<file path="config.mk">
export PLATFORM = sky130hd
export DESIGN_NAME = fifo_sync_param
export DESIGN_NICKNAME = d
export VERILOG_FILES = /design/src/rtl/fifo_pkg.sv /design/src/rtl/fifo_ram.sv /design/src/rtl/fifo_sync_param.sv
export SDC_FILE = /design/constraint.sdc
export NUM_CORES = 1
export LEC_CHECK = 0
export CAP_MARGIN = 20
export CORE_UTILIZATION = 55
export CTS_CLUSTER_SIZE = 10
export DETAILED_ROUTE_END_ITERATION = 6
export PLACE_DENSITY = 0.8
export SYNTH_ARGS = -nofsm -noshare
export SYNTH_HDL_FRONTEND = slang
export SYNTH_SLANG_ARGS = --single-unit
</file>
<file path="constraint.sdc">
create_clock -name clk -period 4.22 [get_ports clk]
set_clock_uncertainty 0.05 [all_clocks]
set_input_delay 0.633 -clock clk [delete_from_list [all_inputs] [get_ports clk]]
set_output_delay 0.633 -clock clk [all_outputs]
set_load 0.01 [all_outputs]
</file>
<file path="src/rtl/fifo_pkg.sv">
// Shared definitions for the parametrised synchronous FIFO: width helpers
// for the occupancy counter and pointers, and the read-mode encoding.
package fifo_pkg;

    // Read-path mode: registered read or first-word-fall-through.
    typedef enum logic {
        FIFO_STD  = 1'b0,
        FIFO_FWFT = 1'b1
    } fifo_mode_e;

    // Bits needed to hold an occupancy of 0..depth inclusive.
    function automatic int cnt_w(input int depth);
        return $clog2(depth + 1);
    endfunction

    // Bits needed to address entries 0..depth-1 (at least 1 for depth 2).
    function automatic int ptr_w(input int depth);
        return $clog2(depth);
    endfunction

endpackage

</file>
<file path="src/rtl/fifo_ram.sv">
// DEPTH x WIDTH register array: one synchronous write port and one
// asynchronous read port. Contents are never reset.
module fifo_ram #(
    parameter int WIDTH = 8,
    parameter int DEPTH = 16,
    parameter int AW    = 4
) (
    input  logic             clk,
    input  logic             we,
    input  logic [AW-1:0]    waddr,
    input  logic [WIDTH-1:0] wdata,
    input  logic [AW-1:0]    raddr,
    output logic [WIDTH-1:0] rdata
);

    logic [WIDTH-1:0] mem_q [DEPTH];

    // Store the write word at the write address on an accepted write.
    always_ff @(posedge clk) begin
        if (we) begin
            mem_q[waddr] <= wdata;
        end
    end

    assign rdata = mem_q[raddr];

endmodule

</file>
<file path="src/rtl/fifo_sync_param.sv">
// Parametrised single-clock FIFO with occupancy count, almost-full/empty
// levels, sticky overflow/underflow flags and optional first-word-fall-through.
//
// Handshake: w_en and r_en are requests, not held handshakes. A read is
// accepted when the FIFO is not empty; a write is accepted when the FIFO is
// not full, or when a read is accepted in the same cycle (so a full FIFO can
// be written while it is being read). A rejected request is dropped and
// raises the matching sticky error flag.
module fifo_sync_param
    import fifo_pkg::*;
#(
    parameter int WIDTH    = 8,
    parameter int DEPTH    = 16,
    parameter int AF_LEVEL = DEPTH - 2,
    parameter int AE_LEVEL = 2,
    parameter int FWFT     = 0
) (
    input  logic                      clk,
    input  logic                      rst,
    input  logic                      w_en,
    input  logic [WIDTH-1:0]          data_in,
    input  logic                      r_en,
    output logic [WIDTH-1:0]          data_out,
    output logic                      dout_valid,
    output logic                      full,
    output logic                      empty,
    output logic                      almost_full,
    output logic                      almost_empty,
    output logic [cnt_w(DEPTH)-1:0]   count,
    output logic                      overflow,
    output logic                      underflow,
    input  logic                      clr_err
);

    localparam int CW = cnt_w(DEPTH);
    localparam int PW = ptr_w(DEPTH);
    localparam fifo_mode_e MODE = (FWFT != 0) ? FIFO_FWFT : FIFO_STD;

    if (DEPTH < 2) begin : g_bad_depth
        $error("fifo_sync_param: DEPTH must be at least 2");
    end
    if (AF_LEVEL > DEPTH) begin : g_bad_af
        $error("fifo_sync_param: AF_LEVEL must not exceed DEPTH");
    end
    if (AE_LEVEL > DEPTH) begin : g_bad_ae
        $error("fifo_sync_param: AE_LEVEL must not exceed DEPTH");
    end

    logic [PW-1:0]    wr_ptr_q, wr_ptr_d;
    logic [PW-1:0]    rd_ptr_q, rd_ptr_d;
    logic [CW-1:0]    count_q, count_d;
    logic             overflow_q, overflow_d;
    logic             underflow_q, underflow_d;
    logic             rd_acc, wr_acc;
    logic [WIDTH-1:0] ram_rdata;

    // Pointers wrap by explicit compare so non-power-of-two depths work.
    function automatic logic [PW-1:0] ptr_next(input logic [PW-1:0] p);
        return (p == PW'(DEPTH - 1)) ? '0 : p + PW'(1);
    endfunction

    // Level flags decode the registered count.
    assign full         = (count_q == CW'(DEPTH));
    assign empty        = (count_q == '0);
    assign almost_full  = (count_q >= CW'(AF_LEVEL));
    assign almost_empty = (count_q <= CW'(AE_LEVEL));
    assign count        = count_q;
    assign overflow     = overflow_q;
    assign underflow    = underflow_q;

    assign rd_acc = r_en && !empty;
    assign wr_acc = w_en && (!full || rd_acc);

    fifo_ram #(
        .WIDTH (WIDTH),
        .DEPTH (DEPTH),
        .AW    (PW)
    ) u_ram (
        .clk   (clk),
        .we    (wr_acc),
        .waddr (wr_ptr_q),
        .wdata (data_in),
        .raddr (rd_ptr_q),
        .rdata (ram_rdata)
    );

    // Next pointers, occupancy and sticky errors (a new error beats clr_err).
    always_comb begin
        wr_ptr_d    = wr_acc ? ptr_next(wr_ptr_q) : wr_ptr_q;
        rd_ptr_d    = rd_acc ? ptr_next(rd_ptr_q) : rd_ptr_q;
        count_d     = count_q;
        if (wr_acc && !rd_acc) begin
            count_d = count_q + CW'(1);
        end else if (rd_acc && !wr_acc) begin
            count_d = count_q - CW'(1);
        end
        overflow_d  = clr_err ? 1'b0 : overflow_q;
        underflow_d = clr_err ? 1'b0 : underflow_q;
        if (w_en && !wr_acc) begin
            overflow_d = 1'b1;
        end
        if (r_en && !rd_acc) begin
            underflow_d = 1'b1;
        end
    end

    // Control state register with synchronous reset.
    always_ff @(posedge clk) begin
        if (rst) begin
            wr_ptr_q    <= '0;
            rd_ptr_q    <= '0;
            count_q     <= '0;
            overflow_q  <= 1'b0;
            underflow_q <= 1'b0;
        end else begin
            wr_ptr_q    <= wr_ptr_d;
            rd_ptr_q    <= rd_ptr_d;
            count_q     <= count_d;
            overflow_q  <= overflow_d;
            underflow_q <= underflow_d;
        end
    end

    if (MODE == FIFO_STD) begin : g_std
        logic [WIDTH-1:0] data_out_q, data_out_d;
        logic             dout_valid_q, dout_valid_d;

        // Registered read: capture the head on an accepted read, pulse valid.
        always_comb begin
            data_out_d   = data_out_q;
            dout_valid_d = 1'b0;
            if (rd_acc) begin
                data_out_d   = ram_rdata;
                dout_valid_d = 1'b1;
            end
        end

        // Read data register; holds its word between reads.
        always_ff @(posedge clk) begin
            if (rst) begin
                data_out_q   <= '0;
                dout_valid_q <= 1'b0;
            end else begin
                data_out_q   <= data_out_d;
                dout_valid_q <= dout_valid_d;
            end
        end

        assign data_out   = data_out_q;
        assign dout_valid = dout_valid_q;
    end else begin : g_fwft
        // Head word is presented directly; meaningful only while not empty.
        assign data_out   = ram_rdata;
        assign dout_valid = !empty;
    end

endmodule

</file>
==> flow_summary.html, run 1 <==
<table>
<tr><th>Metric</th><th>Value</th></tr>
<tr><th colspan="2">Run</th></tr>
<tr><td>Count of maximum capacitance violations</td><td>0</td></tr>
<tr><th colspan="2">Min path</th></tr>
<tr><td>Worst hold path type</td><td>reg -&gt; reg</td></tr>
<tr><td>End of the worst hold path</td><td>underflow$_SDFFE_PP0P_</td></tr>
<tr><td>Depth of the worst hold-timing path</td><td>2</td></tr>
<tr><td>HP Start</td><td>underflow$_SDFFE_PP0P_</td></tr>
<tr><th colspan="2">Status</th></tr>
<tr><td>Result of the run</td><td>completed</td></tr>
<tr><th colspan="2">Timing</th></tr>
<tr><td>Relative slew slack</td><td>35.0%</td></tr>
<tr><td>RSZ-0062 raised after global routing</td><td>no</td></tr>
<tr><td>Clock period minus worst slack</td><td>3390 ps</td></tr>
<tr><td>Final slew viol count</td><td>0</td></tr>
<tr><td>Post-route fraction of the period consumed by the critical path</td><td>80.3%</td></tr>
<tr><td>Setup-failing EPs final</td><td>0</td></tr>
<tr><td>F_max</td><td>0.295 GHz</td></tr>
<tr><td>Setup TNS</td><td>0 ps</td></tr>
<tr><td>Worst-case hold slack</td><td>460 ps</td></tr>
<tr><td>Final hold violation count</td><td>0</td></tr>
<tr><td>Worst-Margin Slew</td><td>971 ps</td></tr>
<tr><th colspan="2">Die</th></tr>
<tr><td>Initial cell density of the core</td><td>56.5%</td></tr>
<tr><td>Std-Cell Rows</td><td>38</td></tr>
<tr><td>I/O pin count</td><td>33</td></tr>
<tr><td>Core region area</td><td>0.0108 mm^2</td></tr>
<tr><td>Vert. Die Dim</td><td>107 um</td></tr>
<tr><td>Die area</td><td>0.0116 mm^2</td></tr>
<tr><td>Floorplan die width</td><td>107 um</td></tr>
<tr><th colspan="2">Synth</th></tr>
<tr><td>Yosys reg bits</td><td>152</td></tr>
<tr><td>Proportion of synthesized chip area in sequential cells</td><td>70.7%</td></tr>
<tr><td>Number of distinct library cells after synthesis</td><td>39</td></tr>
<tr><td>Cells after synthesis</td><td>337</td></tr>
<tr><td>Yosys warning count</td><td>0</td></tr>
<tr><td>Post-synth net total</td><td>360</td></tr>
<tr><td>Average instance area after synthesis</td><td>18.2 um^2</td></tr>
<tr><td>Post-synthesis instance area</td><td>0.00612 mm^2</td></tr>
<tr><th colspan="2">Global routing</th></tr>
<tr><td>Largest net degree at the start of global routing</td><td>36</td></tr>
<tr><td>Number of antenna violations at the first check in global routing</td><td>0</td></tr>
<tr><td>Overall Global Routing Usage</td><td>22.9%</td></tr>
<tr><td>Via count of the first global-routing pass</td><td>3176</td></tr>
<tr><td>Wire length of the first global-routing pass</td><td>18300 um</td></tr>
<tr><td>GRT overflow</td><td>0</td></tr>
<tr><th colspan="2">Clock network</th></tr>
<tr><td>Count of clock tree sinks</td><td>152</td></tr>
<tr><td>Clk slew on worst S/H paths</td><td>60 ps</td></tr>
<tr><td>Clock root buffer master</td><td>sky130_fd_sc_hd__clkbuf_8</td></tr>
<tr><td>Count of buffers added by post-CTS timing repair for setup</td><td>0</td></tr>
<tr><td>Max clock buf depth</td><td>2</td></tr>
<tr><td>Clock tree from TritonCTS</td><td>done</td></tr>
<tr><td>Post-CTS sizing</td><td>0</td></tr>
<tr><td>Number of CTS-inserted buffers</td><td>17</td></tr>
<tr><td>Skew-Pair Late Insertion Delay</td><td>530 ps</td></tr>
<tr><td>Number of levels the H-tree was split into</td><td>4</td></tr>
<tr><td>Hold_buf cts</td><td>0</td></tr>
<tr><th colspan="2">Power and ir drop</th></tr>
<tr><td>Cell area power density</td><td>545 mW/mm^2</td></tr>
<tr><td>Pleak</td><td>2.29 nW</td></tr>
<tr><td>VDD IR-drop max</td><td>0.000371 V</td></tr>
<tr><td>Design Power</td><td>3.87 mW</td></tr>
<tr><th colspan="2">Routing</th></tr>
<tr><td>Initial detailed-routing violation count</td><td>330</td></tr>
<tr><td>Average wire length per cell after detail routing</td><td>22.3 um</td></tr>
<tr><td>DRC violation count after routing</td><td>0</td></tr>
<tr><td>Vias per inst</td><td>6.01</td></tr>
<tr><td>First-pass DRT Iterations</td><td>5</td></tr>
<tr><td>Detail Route Antenna Nets</td><td>0</td></tr>
<tr><td>Total routed wirelength</td><td>11800 um</td></tr>
<tr><td>Routed vias</td><td>3174</td></tr>
<tr><th colspan="2">Critical path</th></tr>
<tr><td>Depth of the worst register-to-register path</td><td>9</td></tr>
<tr><td>Nature of the critical path startpoint</td><td>flip-flop</td></tr>
<tr><td>Crit Reg-Reg Endpoint</td><td>count[4]$_SDFFE_PP0P_</td></tr>
<tr><td>Start-to-end type of the worst setup path</td><td>reg -&gt; reg</td></tr>
<tr><td>Critical Path RT</td><td>4590 ps</td></tr>
<tr><td>Arrival time of data at the critical path endpoint</td><td>3760 ps</td></tr>
<tr><td>Highest fanout seen on the critical path</td><td>17</td></tr>
<tr><td>Register-to-register path setup slack</td><td>830 ps</td></tr>
<tr><td>Crit Reg-Reg Startpoint</td><td>count[0]$_SDFFE_PP0P_</td></tr>
<tr><td>Endpoint type of the worst setup path</td><td>flip-flop</td></tr>
<tr><th colspan="2">Place</th></tr>
<tr><td>Final estimated routing congestion in global placement</td><td>0.780</td></tr>
<tr><td>Placed cell count</td><td>496</td></tr>
<tr><td>Number of input and output port buffers inserted</td><td>32</td></tr>
<tr><td>Post-DP HPWL</td><td>7070 um</td></tr>
<tr><th colspan="2">Final layout</th></tr>
<tr><td>Post-route non-filler standard cell count</td><td>528</td></tr>
<tr><td>Top library cells by usage in the layout, fill and taps aside</td><td>128 x sky130_fd_sc_hd__edfxtp_1, 32 x sky130_fd_sc_hd__mux4_2, 32 x sky130_fd_sc_hd__clkdlybuf4s50_1</td></tr>
<tr><td>Final nets</td><td>398</td></tr>
<tr><td>Fraction of layout cells with a size suffix above 1</td><td>19.8%</td></tr>
<tr><td>Share of the core filled with cells</td><td>65.5%</td></tr>
<tr><td>Area growth syn-to-layout</td><td>16.0%</td></tr>
<tr><td>Most common library cell in the layout ignoring fill and taps</td><td>sky130_fd_sc_hd__edfxtp_1</td></tr>
<tr><td>Ant diodes</td><td>0</td></tr>
</table>
-- cells in the mapped netlist (all sizes together) --
library cell | instances | area (um^2)
dfxtp | 24 | 480
xor2 | 3 | 26.3
fa | 1 | 20.0
mux2i | 21 | 210
nor3 | 5 | 25.0
mux2 | 1 | 11.3
a22oi | 2 | 15.0
nor2 | 31 | 116
a311o | 1 | 10.0
inv | 6 | 22.5
a31oi | 1 | 6.26
mux4 | 32 | 721
a2111oi | 1 | 8.76
a21o | 2 | 16.3
nand3 | 2 | 10.0
o31ai | 2 | 15.0
o21ai | 1 | 16.3
nand2 | 6 | 22.5
a41oi | 1 | 16.3
ha | 9 | 113
o311ai | 1 | 26.3
nand3b | 9 | 67.6
or4 | 1 | 7.51
edfxtp | 128 | 3840
a211oi | 1 | 12.5
o211ai | 1 | 7.51
nand2b | 2 | 12.5
or3b | 1 | 8.76
buf | 11 | 70.1
or3 | 2 | 12.5
xnor2 | 2 | 17.5
clkbuf | 10 | 37.5
o221ai | 8 | 70.1
o31a | 1 | 8.76
a21oi | 7 | 35.0
-- per-stage QoR --
stage               instance area [um^2]  setup slack, ps
floorplan                           6120             1070
global placement                    6570              751
detailed placement                  6570              670
CTS                                 7100              814
global route                        7100              646
finish                              7100              830
-- power breakdown --
group	internal, mW	total (mW)	switching (mW)
sequential	1.71	1.79	0.0865
clock	0.780	1.36	0.578
combinational	0.372	0.721	0.349
total	2.86	3.87	1.01
-- sequential cells by signal (all words and copies together), names as in the netlist --
signal	flops
overflow	1
rd_ptr_q	4
dout_valid	1
underflow	1
u_ram.mem_q	128
data_out	8
wr_ptr_q	4
count	5
-- per-layer routing --
layer | GRT usage (%) | up-vias | wire length (um)
li1 | - | 1416 | -
met1 | 30.2 | 1619 | 4930
met2 | 36.2 | 121 | 5980
met3 | 6.54 | 18 | 647
met4 | 9.00 | 0 | 214
met5 | 0 | - | 0
-- worst max-delay path, stage by stage, from the launching register on --
cell and delay (ps):
sky130_fd_sc_hd__dfxtp_1 370, sky130_fd_sc_hd__or4_1 710, sky130_fd_sc_hd__o21ai_4 450, sky130_fd_sc_hd__ha_1 250, sky130_fd_sc_hd__inv_1 110, sky130_fd_sc_hd__fa_1 430, sky130_fd_sc_hd__a21o_1 170, sky130_fd_sc_hd__a21oi_1 180
sky130_fd_sc_hd__mux2i_1 220, sky130_fd_sc_hd__mux2_2 340
-- cell families after synthesis --
family                   Yosys count  share of synthesized area [%]
adder cells (fa/ha/maj)           10                           2.17
XOR/XNOR                           5                          0.716
flip-flops                       152                           70.7
AND/OR/NAND/NOR                   59                           4.62
AO/OA/AOI/OAI                     30                           4.31
buffers and inverters             27                           2.13
multiplexers                      54                           15.4
-- worst max-delay path by stage --
stage / cells after the start / end / startpoint / slack [ps]
floorplan: 11 / count[4]$_SDFFE_PP0P_ / count[0]$_SDFFE_PP0P_ / 1070
global placement: 9 / count[4]$_SDFFE_PP0P_ / r_en / 750
detailed placement: 9 / count[4]$_SDFFE_PP0P_ / r_en / 670
CTS: 9 / count[4]$_SDFFE_PP0P_ / count[0]$_SDFFE_PP0P_ / 810
global route: 9 / count[4]$_SDFFE_PP0P_ / count[0]$_SDFFE_PP0P_ / 650
finish: 9 / count[4]$_SDFFE_PP0P_ / count[0]$_SDFFE_PP0P_ / 830
-- cell type report --
class                           count  area (um^2)
Sequential cell                   152         4330
Fill cell                         736         3740
Multi-Input combinational cell    158         1670
Clock buffer                       20          425
Timing Repair Buffer               40          380
Tap cell                          140          175
Clock inverter                     12          106
Inverter                            6         22.5
(Power assumes the default switching activity.)
==> inputs of run 2 (changes only) <==
CORE_UTILIZATION = 53   (was 55)
PLACE_DENSITY = 0.81   (was 0.8)
clock period = 3.1 ns   (was 4.22 ns; I/O delays follow)
==> run 2 against run 1 <==
  * Clock power rose by 59%
  * Die area rose by 3.7%
  * Clock-buffer cell count fell by 2
  * Worst setup slack got worse by 690 ps
  * Core utilization rose by 1.2 points
  * Combinational power rose by 50%
  * Final cell count rose by 3.8%
  * Cell area rose by 3.6%
  * Hold slack improved by 13 ps
  * Wire length rose by 4.1%
  * Global-route usage rose by 0.35 points
==> flow_summary.html, run 2 (synthesized netlist as in run 1, its figures left out) <==
<table>
<tr><th>Metric</th><th>Value</th></tr>
<tr><th colspan="2">Die</th></tr>
<tr><td>Die area</td><td>0.0120 mm^2</td></tr>
<tr><td>Vert. Die Dim</td><td>109 um</td></tr>
<tr><td>Core region area</td><td>0.0110 mm^2</td></tr>
<tr><td>Initial cell density of the core</td><td>55.5%</td></tr>
<tr><td>Std-Cell Rows</td><td>38</td></tr>
<tr><td>I/O pin count</td><td>33</td></tr>
<tr><td>Floorplan die width</td><td>109 um</td></tr>
<tr><th colspan="2">Status</th></tr>
<tr><td>Result of the run</td><td>completed</td></tr>
<tr><th colspan="2">Critical path</th></tr>
<tr><td>Critical-path cell with the highest stage delay</td><td>sky130_fd_sc_hd__or4_1</td></tr>
<tr><td>Critical Path RT</td><td>3350 ps</td></tr>
<tr><td>Highest fanout seen on the critical path</td><td>5</td></tr>
<tr><td>Largest delay contributor family on the critical path</td><td>compound AO/OA/AOI/OAI gates</td></tr>
<tr><td>Stages on the worst setup path</td><td>9</td></tr>
<tr><td>Sequence of cells on the critical path</td><td>or4_1 &gt; o31a_1 &gt; ha_1 &gt; inv_1 &gt; ha_1 &gt; a21o_1 &gt; a21oi_1 &gt; mux2i_1 &gt; mux2_2</td></tr>
<tr><td>Arrival time of data at the critical path endpoint</td><td>3210 ps</td></tr>
<tr><td>Crit Reg-Reg Startpoint</td><td>count[0]$_SDFFE_PP0P_</td></tr>
<tr><td>Top cell by count, worst path</td><td>sky130_fd_sc_hd__ha_1</td></tr>
<tr><td>Endpoint type of the worst setup path</td><td>flip-flop</td></tr>
<tr><td>Buf/Inv on CP</td><td>1</td></tr>
<tr><td>Nature of the critical path startpoint</td><td>flip-flop</td></tr>
<tr><td>Depth of the worst register-to-register path</td><td>9</td></tr>
<tr><td>Start-to-end type of the worst setup path</td><td>reg -&gt; reg</td></tr>
<tr><td>Crit Reg-Reg Endpoint</td><td>count[4]$_SDFFE_PP0P_</td></tr>
<tr><td>Register-to-register path setup slack</td><td>140 ps</td></tr>
<tr><td>Max incr delay on CP</td><td>610 ps</td></tr>
<tr><th colspan="2">Global routing</th></tr>
<tr><td>GRT overflow</td><td>0</td></tr>
<tr><td>Largest net degree at the start of global routing</td><td>37</td></tr>
<tr><td>Overall Global Routing Usage</td><td>23.3%</td></tr>
<tr><td>Wire length of the first global-routing pass</td><td>19100 um</td></tr>
<tr><td>Number of antenna violations at the first check in global routing</td><td>0</td></tr>
<tr><td>Via count of the first global-routing pass</td><td>3386</td></tr>
<tr><th colspan="2">Clock network</th></tr>
<tr><td>Clock root buffer master</td><td>sky130_fd_sc_hd__clkbuf_16</td></tr>
<tr><td>Number of CTS-inserted buffers</td><td>17</td></tr>
<tr><td>Clk slew on worst S/H paths</td><td>60 ps</td></tr>
<tr><td>Hold_buf cts</td><td>0</td></tr>
<tr><td>Max clock buf depth</td><td>2</td></tr>
<tr><td>Post-CTS sizing</td><td>0</td></tr>
<tr><td>Skew-Pair Late Insertion Delay</td><td>420 ps</td></tr>
<tr><td>Clock tree from TritonCTS</td><td>done</td></tr>
<tr><td>Count of clock tree sinks</td><td>152</td></tr>
<tr><td>Number of levels the H-tree was split into</td><td>4</td></tr>
<tr><td>Count of buffers added by post-CTS timing repair for setup</td><td>0</td></tr>
<tr><th colspan="2">Min path</th></tr>
<tr><td>Worst hold path type</td><td>reg -&gt; reg</td></tr>
<tr><td>Depth of the worst hold-timing path</td><td>2</td></tr>
<tr><td>End of the worst hold path</td><td>rd_ptr_q[3]$_SDFFE_PP0P_</td></tr>
<tr><td>HP Start</td><td>rd_ptr_q[3]$_SDFFE_PP0P_</td></tr>
<tr><th colspan="2">Timing</th></tr>
<tr><td>Setup TNS</td><td>0 ps</td></tr>
<tr><td>Post-route fraction of the period consumed by the critical path</td><td>95.4%</td></tr>
<tr><td>Final slew viol count</td><td>0</td></tr>
<tr><td>F_max</td><td>0.338 GHz</td></tr>
<tr><td>Relative slew slack</td><td>52.1%</td></tr>
<tr><td>RSZ-0062 raised after global routing</td><td>no</td></tr>
<tr><td>Final hold violation count</td><td>0</td></tr>
<tr><td>Setup-failing EPs final</td><td>0</td></tr>
<tr><td>Clock period minus worst slack</td><td>2960 ps</td></tr>
<tr><td>Setup ws final</td><td>143 ps</td></tr>
<tr><td>Worst-Margin Slew</td><td>718 ps</td></tr>
<tr><th colspan="2">Power and ir drop</th></tr>
<tr><td>Pleak</td><td>2.43 nW</td></tr>
<tr><td>Cell area power density</td><td>768 mW/mm^2</td></tr>
<tr><td>VDD IR-drop max</td><td>0.000476 V</td></tr>
<tr><th colspan="2">Place</th></tr>
<tr><td>Final estimated routing congestion in global placement</td><td>0.810</td></tr>
<tr><td>Post-DP HPWL</td><td>7440 um</td></tr>
<tr><td>Number of input and output port buffers inserted</td><td>32</td></tr>
<tr><td>Setup Slack @ Placement</td><td>96.4 ps</td></tr>
<tr><th colspan="2">Final layout</th></tr>
<tr><td>Most common library cell in the layout ignoring fill and taps</td><td>sky130_fd_sc_hd__edfxtp_1</td></tr>
<tr><td>Share of the core filled with cells</td><td>66.7%</td></tr>
<tr><td>Filler instances</td><td>744</td></tr>
<tr><td>Final nets</td><td>418</td></tr>
<tr><td>Number of flip-flops in the largest register</td><td>128</td></tr>
<tr><td>Ant diodes</td><td>0</td></tr>
<tr><td>Fraction of layout cells with a size suffix above 1</td><td>24.0%</td></tr>
<tr><td>Largest register by flop count</td><td>u_ram.mem_q</td></tr>
<tr><td>Area growth syn-to-layout</td><td>20.2%</td></tr>
<tr><td>Top library cells by usage in the layout, fill and taps aside</td><td>128 x sky130_fd_sc_hd__edfxtp_1, 32 x sky130_fd_sc_hd__mux4_2, 32 x sky130_fd_sc_hd__clkdlybuf4s50_1</td></tr>
<tr><th colspan="2">Routing</th></tr>
<tr><td>Total routed wirelength</td><td>12300 um</td></tr>
<tr><td>Initial detailed-routing violation count</td><td>310</td></tr>
<tr><td>Detail Route Antenna Nets</td><td>0</td></tr>
<tr><td>First-pass DRT Iterations</td><td>6</td></tr>
<tr><td>Routed vias</td><td>3351</td></tr>
<tr><td>DRC violation count after routing</td><td>0</td></tr>
<tr><td>Average wire length per cell after detail routing</td><td>22.4 um</td></tr>
<tr><td>Vias per inst</td><td>6.11</td></tr>
<tr><th colspan="2">Run</th></tr>
<tr><td>Count of maximum capacitance violations</td><td>0</td></tr>
</table>
[run 2: area by class of cell]
| cell class | count | area, um^2 | share of cell area (%) |
|---|---|---|---|
| flip-flops and latches | 152 | 4330 | 58.8 |
| repair buffers | 60 | 543 | 7.38 |
| clock buffers | 18 | 429 | 5.83 |
| multi-input cells | 158 | 1670 | 22.6 |
| well taps | 140 | 175 | 2.38 |
| clock inverters | 14 | 196 | 2.67 |
| inverters | 6 | 22.5 | 0.306 |
[run 2: power by group]
part           internal, mW  switching, mW
sequential             2.32         0.0909
combinational         0.554          0.527
clock                  1.35          0.802
[run 2: stage by stage]
stage                     power, mW  hold slack [ps]  instance area, um^2  instances
after CTS                      5.69              477                 7360        548
after detailed placement       3.54              462                 6730        516
after floorplan                3.13              419                 6130        337
after global placement         3.50              441                 6730        516
after global routing           5.87              503                 7360        548
final                          5.65              473                 7360        548
[run 2: worst register-to-register path: cells and delay by family, from the launching register on]
kind,cells,cell delay (ps)
and+or+nand+nor,1,610
DFF,1,310
AOI/OAI and AO/OA,3,650
adders and majority gates,2,500
buffers and inverters,1,160
muxes,2,550
[run 2: how the worst max path moves through the flow]
stage	slack (ps)	from	to
6_report	140	count[0]$_SDFFE_PP0P_	count[4]$_SDFFE_PP0P_
2_1_floorplan	20	count[0]$_SDFFE_PP0P_	count[4]$_SDFFE_PP0P_
5_1_grt	4	count[0]$_SDFFE_PP0P_	count[4]$_SDFFE_PP0P_
3_3_place_gp	180	w_en	count[4]$_SDFFE_PP0P_
4_1_cts	130	count[0]$_SDFFE_PP0P_	count[4]$_SDFFE_PP0P_
3_5_place_dp	100	w_en	count[4]$_SDFFE_PP0P_
[run 2: metal layers]
layer	vias up	global-route usage, %	wire length [um]	share of wire, %
li1	1465	-	-	-
met4	0	8.67	235	1.9
met3	19	5.87	783	6.4
met5	-	0	0	0
met1	1708	30.0	4980	41
met2	159	38.4	6250	51
